==> src/rtl/decoder_pkg.sv <==
// Shared definitions for the token decoder (and its encoder counterpart):
// FSM state encoding, stream markers, default widths and the status flags.
package decoder_pkg;

    localparam int DEF_ADDR_WIDTH = 4;
    localparam int DEF_DATA_WIDTH = 8;

    // Vocab entry terminator and end-of-token-stream marker at default width.
    localparam logic [DEF_DATA_WIDTH-1:0] DELIM   = '0;
    localparam logic [DEF_DATA_WIDTH-1:0] TOK_END = '1;

    typedef enum logic [2:0] {
        S_IDLE  = 3'd0,
        S_FETCH = 3'd1,
        S_SEEK  = 3'd2,
        S_COPY  = 3'd3,
        S_TERM  = 3'd4,
        S_DONE  = 3'd5,
        S_ERROR = 3'd6
    } state_e;

    // Registered status outputs, always updated together with the state.
    typedef struct packed {
        logic busy;
        logic done;
        logic error;
    } status_t;

    localparam status_t ST_IDLE = '{busy: 1'b0, done: 1'b0, error: 1'b0};
    localparam status_t ST_BUSY = '{busy: 1'b1, done: 1'b0, error: 1'b0};
    localparam status_t ST_DONE = '{busy: 1'b0, done: 1'b1, error: 1'b0};
    localparam status_t ST_ERR  = '{busy: 1'b0, done: 1'b0, error: 1'b1};

endpackage

==> src/rtl/decoder_entry_locator.sv <==
// Locates the start of vocab entry <skip_id> by counting delimiters while
// the FSM streams vocab addresses. Reports the entry start once the skip
// count is exhausted, or a fault when the search runs off the vocab end.
module entry_locator
    import decoder_pkg::*;
#(
    parameter int ADDR_WIDTH = DEF_ADDR_WIDTH,
    parameter int DATA_WIDTH = DEF_DATA_WIDTH
) (
    input  logic                  clk,
    input  logic                  rst_n,
    input  logic                  load_i,        // new token accepted: restart search
    input  logic [DATA_WIDTH-1:0] skip_id_i,     // number of entries to skip
    input  logic                  active_i,      // FSM is in SEEK
    input  logic [ADDR_WIDTH-1:0] voc_addr_i,    // vocab address presented this cycle
    input  logic [DATA_WIDTH-1:0] voc_data_i,    // data for last cycle's address
    output logic                  found_o,
    output logic [ADDR_WIDTH-1:0] entry_start_o,
    output logic                  fault_o
);

    localparam logic [ADDR_WIDTH-1:0] ADDR_MAX = '1;
    localparam logic [DATA_WIDTH-1:0] DELIM_W  = DATA_WIDTH'(DELIM);

    logic [DATA_WIDTH-1:0] cnt_q, cnt_d;
    logic [ADDR_WIDTH-1:0] start_q, start_d;
    logic                  rd_valid_q, rd_valid_d;  // voc_data_i belongs to rd_addr_q
    logic [ADDR_WIDTH-1:0] rd_addr_q, rd_addr_d;

    // Track which address the returning data belongs to and count delimiters.
    always_comb begin
        cnt_d      = cnt_q;
        start_d    = start_q;
        rd_valid_d = rd_valid_q;
        rd_addr_d  = rd_addr_q;
        if (load_i) begin
            cnt_d      = skip_id_i;
            start_d    = '0;
            rd_valid_d = 1'b0;
        end else if (active_i) begin
            rd_valid_d = 1'b1;
            rd_addr_d  = voc_addr_i;
            // A delimiter at the last address cannot open a new entry;
            // that case is reported through fault_o instead.
            if (rd_valid_q && (cnt_q != '0) && (voc_data_i == DELIM_W) &&
                (rd_addr_q != ADDR_MAX)) begin
                cnt_d   = cnt_q - 1'b1;
                start_d = rd_addr_q + 1'b1;
            end
        end
    end

    // Search state registers.
    always_ff @(posedge clk or negedge rst_n) begin
        if (!rst_n) begin
            cnt_q      <= '0;
            start_q    <= '0;
            rd_valid_q <= 1'b0;
            rd_addr_q  <= '0;
        end else begin
            cnt_q      <= cnt_d;
            start_q    <= start_d;
            rd_valid_q <= rd_valid_d;
            rd_addr_q  <= rd_addr_d;
        end
    end

    // Still skipping while the last vocab word is being examined means the
    // wanted entry would start beyond the vocab memory.
    assign found_o       = active_i && (cnt_q == '0);
    assign fault_o       = active_i && rd_valid_q && (cnt_q != '0) && (rd_addr_q == ADDR_MAX);
    assign entry_start_o = start_q;

endmodule

==> src/rtl/decoder.sv <==
// Token decoder: reads token ids, finds each id's string in a delimiter-
// packed vocab memory and streams the characters into an output memory,
// closing the output with a delimiter.
//
// Interface protocol: cs is a level enable (no handshake); all memories are
// synchronous-read, data returns the cycle after the address; out_we writes
// out_data to out_addr on each high cycle. All outputs are registered.
module decoder
    import decoder_pkg::*;
#(
    parameter int ADDR_WIDTH = DEF_ADDR_WIDTH,
    parameter int DATA_WIDTH = DEF_DATA_WIDTH
) (
    input  logic                  clk,
    input  logic                  rst_n,
    input  logic                  cs,
    output logic [ADDR_WIDTH-1:0] tok_addr,
    input  logic [DATA_WIDTH-1:0] tok_data,
    output logic [ADDR_WIDTH-1:0] voc_addr,
    input  logic [DATA_WIDTH-1:0] voc_data,
    output logic [ADDR_WIDTH-1:0] out_addr,
    output logic [DATA_WIDTH-1:0] out_data,
    output logic                  out_we,
    output logic                  busy,
    output logic                  done,
    output logic                  error,
    output logic [2:0]            dbg_state
);

    localparam logic [ADDR_WIDTH-1:0] ADDR_MAX  = '1;
    localparam logic [DATA_WIDTH-1:0] DELIM_W   = DATA_WIDTH'(DELIM);
    localparam logic [DATA_WIDTH-1:0] TOK_END_W = {DATA_WIDTH{TOK_END[0]}};

    state_e                state_q;
    status_t               status_q;
    logic [ADDR_WIDTH-1:0] tok_addr_q;
    logic [ADDR_WIDTH-1:0] voc_addr_q;
    logic [ADDR_WIDTH-1:0] out_addr_q;     // address of the write on out_we
    logic [DATA_WIDTH-1:0] out_data_q;
    logic                  out_we_q;
    logic [ADDR_WIDTH-1:0] wr_ptr_q;       // next free output address
    logic                  out_full_q;     // last output address holds data
    logic                  fetch_wait_q;   // token read issued, data next cycle
    logic                  copy_vld_q;     // voc_data is valid in COPY
    logic                  copy_at_end_q;  // voc_data came from the last vocab word

    logic                  loc_load;
    logic                  loc_found;
    logic                  loc_fault;
    logic [ADDR_WIDTH-1:0] loc_start;
    logic [ADDR_WIDTH-1:0] voc_next;

    // Vocab reads stream one address per cycle but never wrap; running off
    // the end is caught when the last word's data comes back.
    assign voc_next = (voc_addr_q == ADDR_MAX) ? voc_addr_q : voc_addr_q + 1'b1;

    assign loc_load = (state_q == S_FETCH) && cs && fetch_wait_q && (tok_data != TOK_END_W);

    entry_locator #(
        .ADDR_WIDTH (ADDR_WIDTH),
        .DATA_WIDTH (DATA_WIDTH)
    ) u_locator (
        .clk           (clk),
        .rst_n         (rst_n),
        .load_i        (loc_load),
        .skip_id_i     (tok_data),
        .active_i      (state_q == S_SEEK),
        .voc_addr_i    (voc_addr_q),
        .voc_data_i    (voc_data),
        .found_o       (loc_found),
        .entry_start_o (loc_start),
        .fault_o       (loc_fault)
    );

    // Decode FSM with all outputs registered alongside the state.
    always_ff @(posedge clk or negedge rst_n) begin
        if (!rst_n) begin
            state_q       <= S_IDLE;
            status_q      <= ST_IDLE;
            tok_addr_q    <= '0;
            voc_addr_q    <= '0;
            out_addr_q    <= '0;
            out_data_q    <= '0;
            out_we_q      <= 1'b0;
            wr_ptr_q      <= '0;
            out_full_q    <= 1'b0;
            fetch_wait_q  <= 1'b0;
            copy_vld_q    <= 1'b0;
            copy_at_end_q <= 1'b0;
        end else begin
            out_we_q <= 1'b0;  // strobe lasts exactly one cycle
            case (state_q)
                S_IDLE: begin
                    if (cs) begin
                        state_q      <= S_FETCH;
                        status_q     <= ST_BUSY;
                        tok_addr_q   <= '0;
                        out_addr_q   <= '0;
                        wr_ptr_q     <= '0;
                        out_full_q   <= 1'b0;
                        fetch_wait_q <= 1'b0;
                    end
                end
                S_FETCH: begin
                    if (!cs) begin
                        state_q  <= S_IDLE;
                        status_q <= ST_IDLE;
                    end else if (!fetch_wait_q) begin
                        fetch_wait_q <= 1'b1;
                    end else if (tok_data == TOK_END_W) begin
                        // The terminator write is issued here so its strobe
                        // lands in TERM.
                        if (out_full_q) begin
                            state_q  <= S_ERROR;
                            status_q <= ST_ERR;
                        end else begin
                            state_q    <= S_TERM;
                            out_we_q   <= 1'b1;
                            out_addr_q <= wr_ptr_q;
                            out_data_q <= DELIM_W;
                        end
                    end else begin
                        state_q    <= S_SEEK;
                        voc_addr_q <= '0;
                    end
                end
                S_SEEK: begin
                    if (!cs) begin
                        state_q  <= S_IDLE;
                        status_q <= ST_IDLE;
                    end else if (loc_fault) begin
                        state_q  <= S_ERROR;
                        status_q <= ST_ERR;
                    end else if (loc_found) begin
                        state_q    <= S_COPY;
                        voc_addr_q <= loc_start;
                        copy_vld_q <= 1'b0;
                    end else begin
                        voc_addr_q <= voc_next;
                    end
                end
                S_COPY: begin
                    if (!cs) begin
                        state_q  <= S_IDLE;
                        status_q <= ST_IDLE;
                    end else begin
                        voc_addr_q    <= voc_next;
                        copy_vld_q    <= 1'b1;
                        copy_at_end_q <= (voc_addr_q == ADDR_MAX);
                        if (copy_vld_q) begin
                            if (voc_data == DELIM_W) begin
                                // Entry complete; the token stream may not run
                                // past the last token address.
                                if (tok_addr_q == ADDR_MAX) begin
                                    state_q  <= S_ERROR;
                                    status_q <= ST_ERR;
                                end else begin
                                    state_q      <= S_FETCH;
                                    tok_addr_q   <= tok_addr_q + 1'b1;
                                    fetch_wait_q <= 1'b0;
                                end
                            end else if (copy_at_end_q || out_full_q) begin
                                // Entry unterminated inside the vocab, or no
                                // room left: abort without writing.
                                state_q  <= S_ERROR;
                                status_q <= ST_ERR;
                            end else begin
                                out_we_q   <= 1'b1;
                                out_addr_q <= wr_ptr_q;
                                out_data_q <= voc_data;
                                if (wr_ptr_q == ADDR_MAX) begin
                                    out_full_q <= 1'b1;
                                end else begin
                                    wr_ptr_q <= wr_ptr_q + 1'b1;
                                end
                            end
                        end
                    end
                end
                S_TERM: begin
                    if (!cs) begin
                        state_q  <= S_IDLE;
                        status_q <= ST_IDLE;
                    end else begin
                        state_q  <= S_DONE;
                        status_q <= ST_DONE;
                    end
                end
                S_DONE, S_ERROR: begin
                    // Held until cs drops, so a steady cs cannot restart.
                    if (!cs) begin
                        state_q  <= S_IDLE;
                        status_q <= ST_IDLE;
                    end
                end
                default: begin
                    state_q  <= S_IDLE;
                    status_q <= ST_IDLE;
                end
            endcase
        end
    end

    assign tok_addr  = tok_addr_q;
    assign voc_addr  = voc_addr_q;
    assign out_addr  = out_addr_q;
    assign out_data  = out_data_q;
    assign out_we    = out_we_q;
    assign busy      = status_q.busy;
    assign done      = status_q.done;
    assign error     = status_q.error;
    assign dbg_state = state_q;

endmodule

==> config.mk <==
export PLATFORM = sky130hd
export DESIGN_NAME = decoder
export DESIGN_NICKNAME = d
export VERILOG_FILES = /design/src/rtl/decoder_pkg.sv /design/src/rtl/decoder_entry_locator.sv /design/src/rtl/decoder.sv
export SDC_FILE = /design/constraint.sdc
export NUM_CORES = 1
export LEC_CHECK = 0
export ABC_AREA = 1
export CAP_MARGIN = 20
export CORE_MARGIN = 1
export CORE_UTILIZATION = 55
export CTS_CLUSTER_SIZE = 20
export DETAILED_ROUTE_END_ITERATION = 6
export PLACE_DENSITY = 0.92
export SLEW_MARGIN = 30
export SYNTH_ARGS = -nofsm -noshare
export SYNTH_HDL_FRONTEND = slang
export SYNTH_SLANG_ARGS = --single-unit
==> constraint.sdc <==
create_clock -name clk -period 1.7 [get_ports clk]
set_input_delay 0.34 -clock clk [delete_from_list [all_inputs] [get_ports clk]]
set_output_delay 0.34 -clock clk [all_outputs]
set_load 0.01 [all_outputs]
Word-level counts from Yosys, hierarchy flattened
Index checks and enable logic that the tools add are counted.
{ "classes": {"n_addsub": 5, "eq_ne": 39, "mux": 103, "n_bitwise": 1, "reduce_logical": 36} }
{ "ops": {"columns": ["op", "count"], "rows": [
  ["$mux 4", 29],
  ["$mux 8", 11],
  ["$mux 3", 26],
  ["$pmux 3 s6", 2],
  ["$ne 2x2->1 const B", 17],
  ["$reduce_and 7->1", 4],
  ["$mux 1", 24],
  ["$pmux 4 s3", 2],
  ["$reduce_and 9->1", 2],
  ["$add 4x1->4 const B", 4],
  ["$eq 4x4->1 const B", 4],
  ["$logic_not 8->1", 2],
  ["$ne 4x4->1 const B", 4],
  ["$pmux 4 s2", 2],
  ["$pmux 8 s2", 1],
  ["$ne 3x3->1 const B", 4],
  ["$reduce_and 6->1", 2],
  ["$logic_and 1x1->1", 10],
  ["$reduce_and 10->1", 1],
  ["$reduce_bool 2->1", 5],
  ["$eq 3x3->1 const B", 3],
  ["$eq 8x8->1 const B", 1],
  ["$ne 8x8->1 const B", 1],
  ["$reduce_bool 8->1", 1],
  ["other kinds (15)", 22]
]} }
{ "word_totals": {"regBits": 52, "input_bits": 19, "output_inout_bits": 27, "wordCells": 202} }

Depth between registers and ports, before layout
{ "logic_depth": {"depth_word": 7, "mapped_depth": 12, "depth_no_buf": 12} }

By module
From an unflattened synthesis, not the netlist that was laid out.
{ "unflattened": {"hier_cells": 452, "hier_area_um2": 3308.2} }
{ "modules_own_cells": {"columns": ["module", "n_inst", "cells_each", "area_each_um2", "seq_area_each_um2"], "rows": [
  ["decoder", 1, 316, 2218.4, 875.8],
  ["entry_locator", 1, 136, 1089.8, 425.4]
]} }

Worst setup path before layout
OpenSTA, ideal clock, no wires.
{ "synth_path": {"path_type": "register to register", "startpoint": "reg u_locator.cnt_q[0]", "endpoint": "reg status_q (netlist bit busy)", "setup_ns": 0.117, "arrival_time_ns": 1.423, "required_time_ns": 1.583, "path_slack_ns": 0.160, "stages_incl_launch_ff": 12, "path_buffers": 1, "period_less_slack_ns": 1.540, "cell_sequence": "dfrtp_1 > inv_1 > ha_1 > nand2_1 > inv_1 > nand2_1 > buf_2 > nand3_2 > a21oi_1 > nand2_1 > nand2_1 > nand2_1"} }
{ "synth_via": {"elab_chain_cells": 5} }
{ "synth_rtl": {"columns": ["item", "line", "rtl"], "rows": [
  ["start, declared", "decoder_entry_locator.sv:25", "logic [DATA_WIDTH-1:0] cnt_q, cnt_d;"],
  ["start signal, assigned", "decoder_entry_locator.sv:61", "cnt_q <= cnt_d;"],
  ["$reduce_bool 8->1", "decoder_entry_locator.sv:71", "assign fault_o = active_i && rd_valid_q && (cnt_q != '0) && (rd_addr_q == ADDR_MAX);"],
  ["$logic_and 1x1->1 (2 in a row)", "decoder_entry_locator.sv:71", null],
  ["$ne 3x3->1 (no source line)", null, null],
  ["$reduce_and 9->1 (no source line)", null, null],
  ["end signal, assigned", "decoder.sv:79", "status_q <= ST_IDLE;"],
  ["end signal, assigned", "decoder.sv:96", "status_q <= ST_BUSY;"],
  ["end signal, assigned", "decoder.sv:107", "status_q <= ST_IDLE;"],
  ["end, declared", "decoder.sv:35", "status_t status_q;"]
]} }
Every way passes these cells.
A chain may end at the register's enable or synchronous reset.

Worst setup path after layout
{ "layout_path": {"startpoint": "in voc_data[7]", "endpoint": "reg out_data_q[7] (netlist: out_data[7])"} }
{ "layout_via": {"elab_chain_cells": 5, "word_cells_on_any_way": 8, "cone_classes": "eq/ne (1); mux (5); reduce/logical (2)"} }
{ "layout_rtl": {"columns": ["item", "line", "rtl"], "rows": [
  ["start, declared", "decoder.sv:20", "input logic [DATA_WIDTH-1:0] voc_data,"],
  ["$mux 8", "decoder.sv:162", "end else if (copy_at_end_q || out_full_q) begin"],
  ["$mux 8", "decoder.sv:151", "if (voc_data == DELIM_W) begin"],
  ["$mux 8", "decoder.sv:150", "if (copy_vld_q) begin"],
  ["$mux 8", "decoder.sv:143", "if (!cs) begin"],
  ["$pmux 8 s2", "decoder.sv:92", "case (state_q)"],
  ["end signal, assigned", "decoder.sv:170", "out_data_q <= voc_data;"],
  ["end, declared", "decoder.sv:39", "logic [DATA_WIDTH-1:0] out_data_q;"]
]} }
Several ways; a longest one is shown, not always the timed one. The select of a mux whose other input is x is not followed.

==> results.json <==
{
  "grt_pass1_wl_mm": 13.8,
  "synth_edf_count": 0,
  "total_power_mw": 5.79,
  "postSynth.asyncResetShare_pct": 100,
  "grt_pass1_vias": 3171,
  "setup_slack_ps": -32.8,
  "rsz0062_at_grt": "yes",
  "power_leakage_nw": 2.24,
  "h-tree-depth": 2,
  "cp.arrival_ps": 1990,
  "core_um2": 5510,
  "vdd_ir_drop_max_mv": 0.808,
  "num_rows": 27,
  "detail_route.first_pass.iterations": 7,
  "numCtsBuffers": 5,
  "clk_latency_ps": 310,
  "period_needed_ps": 1730,
  "ys.flop_type": "dfrtp_1",
  "die_h_um": 77.5,
  "fp.dieW_um": 77.5,
  "max_slew_margin_pct": 70.7,
  "yosysUniqueCellTypes": 33,
  "crit_path_end_kind": "flop",
  "clk_path_buf_depth": 2,
  "drc": 1,
  "start_util_pct": 56.9,
  "path_max_fanout": 5,
  "layout_commonest_cell": "nand2_1",
  "post_dp_cell_area_um2": 3980,
  "numClockSinks": 52,
  "finalMaxSlewViolations": 0,
  "vias": 3437,
  "fin_area_um2": 4280,
  "worstSetupPathType": "in -> reg",
  "cts_tree": "built",
  "dp_cells": 590,
  "drt_iter0_markers": 351,
  "failed_checks": "design-rule violations, negative setup slack",
  "post-route-period-util_pct": 102,
  "antenna_cells": 0,
  "fin_cells": 610,
  "worstHoldPathType": "reg -> reg",
  "via_per_inst": 5.63,
  "avgSynthCellArea_um2": 7.20,
  "routed_wl_mm": 9.02,
  "grt_max_degree": 37,
  "place_congestion": 0.898,
  "clock.fmax_mhz": 577,
  "nets": 561,
  "r2r_cells": 10,
  "required_ps": 1950,
  "areaGrowthSynthToFinish_pct": 36.8,
  "overflow": 0,
  "utilization_pct": 77.8,
  "powerDensity_nw_per_um2": 1350,
  "post-dp-hpwl_mm": 6.10,
  "routedWlPerCell_um": 14.8,
  "yosys_warnings": 0,
  "clk_pin_slew_ps": 100,
  "tightest_slew_ps": 440,
  "io_pins": 46,
  "drtAntennaViolNets": 0,
  "finalHoldViolations": 0,
  "cp-start-kind": "input port",
  "netlist_top_cells_area": "dfrtp_1 (42%), nand2_1 (19%), nor2_1 (5.6%)",
  "grt_antenna_before_repair": 0,
  "grt_util_all_layers_pct": 28.0,
  "port_buffers": 45,
  "whs_path_depth": 2,
  "final_cell_mix": "nand2_1 (154), buf_4 (57), dfrtp_1 (50)",
  "syn_nets": 459,
  "ys_seq_elements": 52,
  "skew_ps": 9.81,
  "die_area_um2": 6000,
  "status": "complete, but fails checks",
  "ys_seq_area_share_pct": 41.6,
  "finalSetupViolations": 8,
  "synth_top_area_share_pct": 41.6,
  "syn_area_um2": 3130,
  "syn-instance-count": 435,
  "hold-worst-slack_ps": 482,
  "drive_gt1_share_pct": 21.4,
  "maxCapViolations": 0,
  "cts_root_buffer": "clkbuf_8",
  "synth.largest_area_cell": "dfrtp_1"
}
[per-layer routing]
metal	track usage (%)	share of wire [%]	routed length, um	up-vias
li1	-	-	-	1597
met1	34.4	39	3520	1617
met2	50.0	51	4580	178
met3	4.12	6.3	571	45
met4	9.81	3.8	347	0
met5	0	0	0	-
[flip-flops by register name (all words and copies together) (netlist names), 3 cells and up]
name,cells
tok_addr,4
voc_addr,4
u_locator.rd_addr_q,4
out_addr,4
u_locator.cnt_q,8
wr_ptr_q,4
dbg_state,3
out_data,8
u_locator.entry_start_o,4
[kinds of logic after synthesis]
| kind of cell | Yosys count | synth area share (%) |
|---|---|---|
| adders and majority gates | 5 | 2.00 |
| and+or+nand+nor | 276 | 38.4 |
| muxes | 1 | 0.320 |
| AOI/OAI and AO/OA | 38 | 7.23 |
| xor gates and xnor gates | 9 | 2.52 |
| buffers and inverters | 54 | 7.99 |
| DFF | 52 | 41.6 |
[Yosys cell counts (2+ instances only)]
master,number
a21oi_1,4
buf_4,5
buf_6,3
nand4_1,16
xor2_1,7
inv_2,3
o21ai_1,3
nor2_2,3
nand2_4,2
nor2_1,47
nand3b_1,2
dfrtp_1,52
xnor2_1,2
ha_1,5
buf_2,5
o21ai_0,24
o211ai_2,2
or2_2,3
nor3_1,5
nand2_1,159
nand2_2,2
inv_1,38
nand3_1,33
[stage by stage]
stage | setup slack (ps) | setup TNS, ps
finish | -32.8 | -102
global route | -116 | -1190
CTS | 1.79 | 0
detailed placement | -377 | -11820
global placement | -243 | -8380
floorplan | 160 | 0
[cell type report]
class / count / area (um2)
Clock buffer: 6 / 72.6
Clock inverter: 2 / 16.3
Fill cell: 332 / 1220
Inverter: 41 / 159
Multi-Input combinational cell: 329 / 1670
Sequential cell: 52 / 1300
Tap cell: 72 / 90.1
Timing Repair Buffer: 108 / 970
[path summary, 6_finish.rpt]
kind | to | startpoint | slack, ps
min | error | error | 480
min in group asynchronous | dbg_state[2] | rst_n | 510
max | out_data[7] | voc_data[7] | -30
min reg2reg | error | error | 480
max reg2reg | out_data[7] | dbg_state[2] | 0
max in group asynchronous | out_data[3] | rst_n | 650
[repair_timing]
action | 4_1_cts | 5_1_grt
setup endpoints to repair | 16 | 42
pin swaps | 0 | 2
resized for setup | 3 | 37
endpoints found under the hold margin | 16 | 0
setup buffers | 0 | 11
hold buffers | 1 | 0
[worst max-delay path, stage by stage]
cell and delay (ps):
clkdlybuf4s50_1 490, nor2_1 60, nand2_1 130, nor2_4 70
buf_4 130, nand2_1 90, nand2_1 120, nor2_4 210
buf_4 160, nand4_1 90, nand2_1 80
[power breakdown]
| part | internal, mW | switching, mW |
|---|---|---|
| Clock | 0.294 | 0.432 |
| Sequential | 1.57 | 0.306 |
| Combinational | 1.40 | 1.79 |
| Total | 3.26 | 2.53 |
Power figures use the tool's default switching activity.
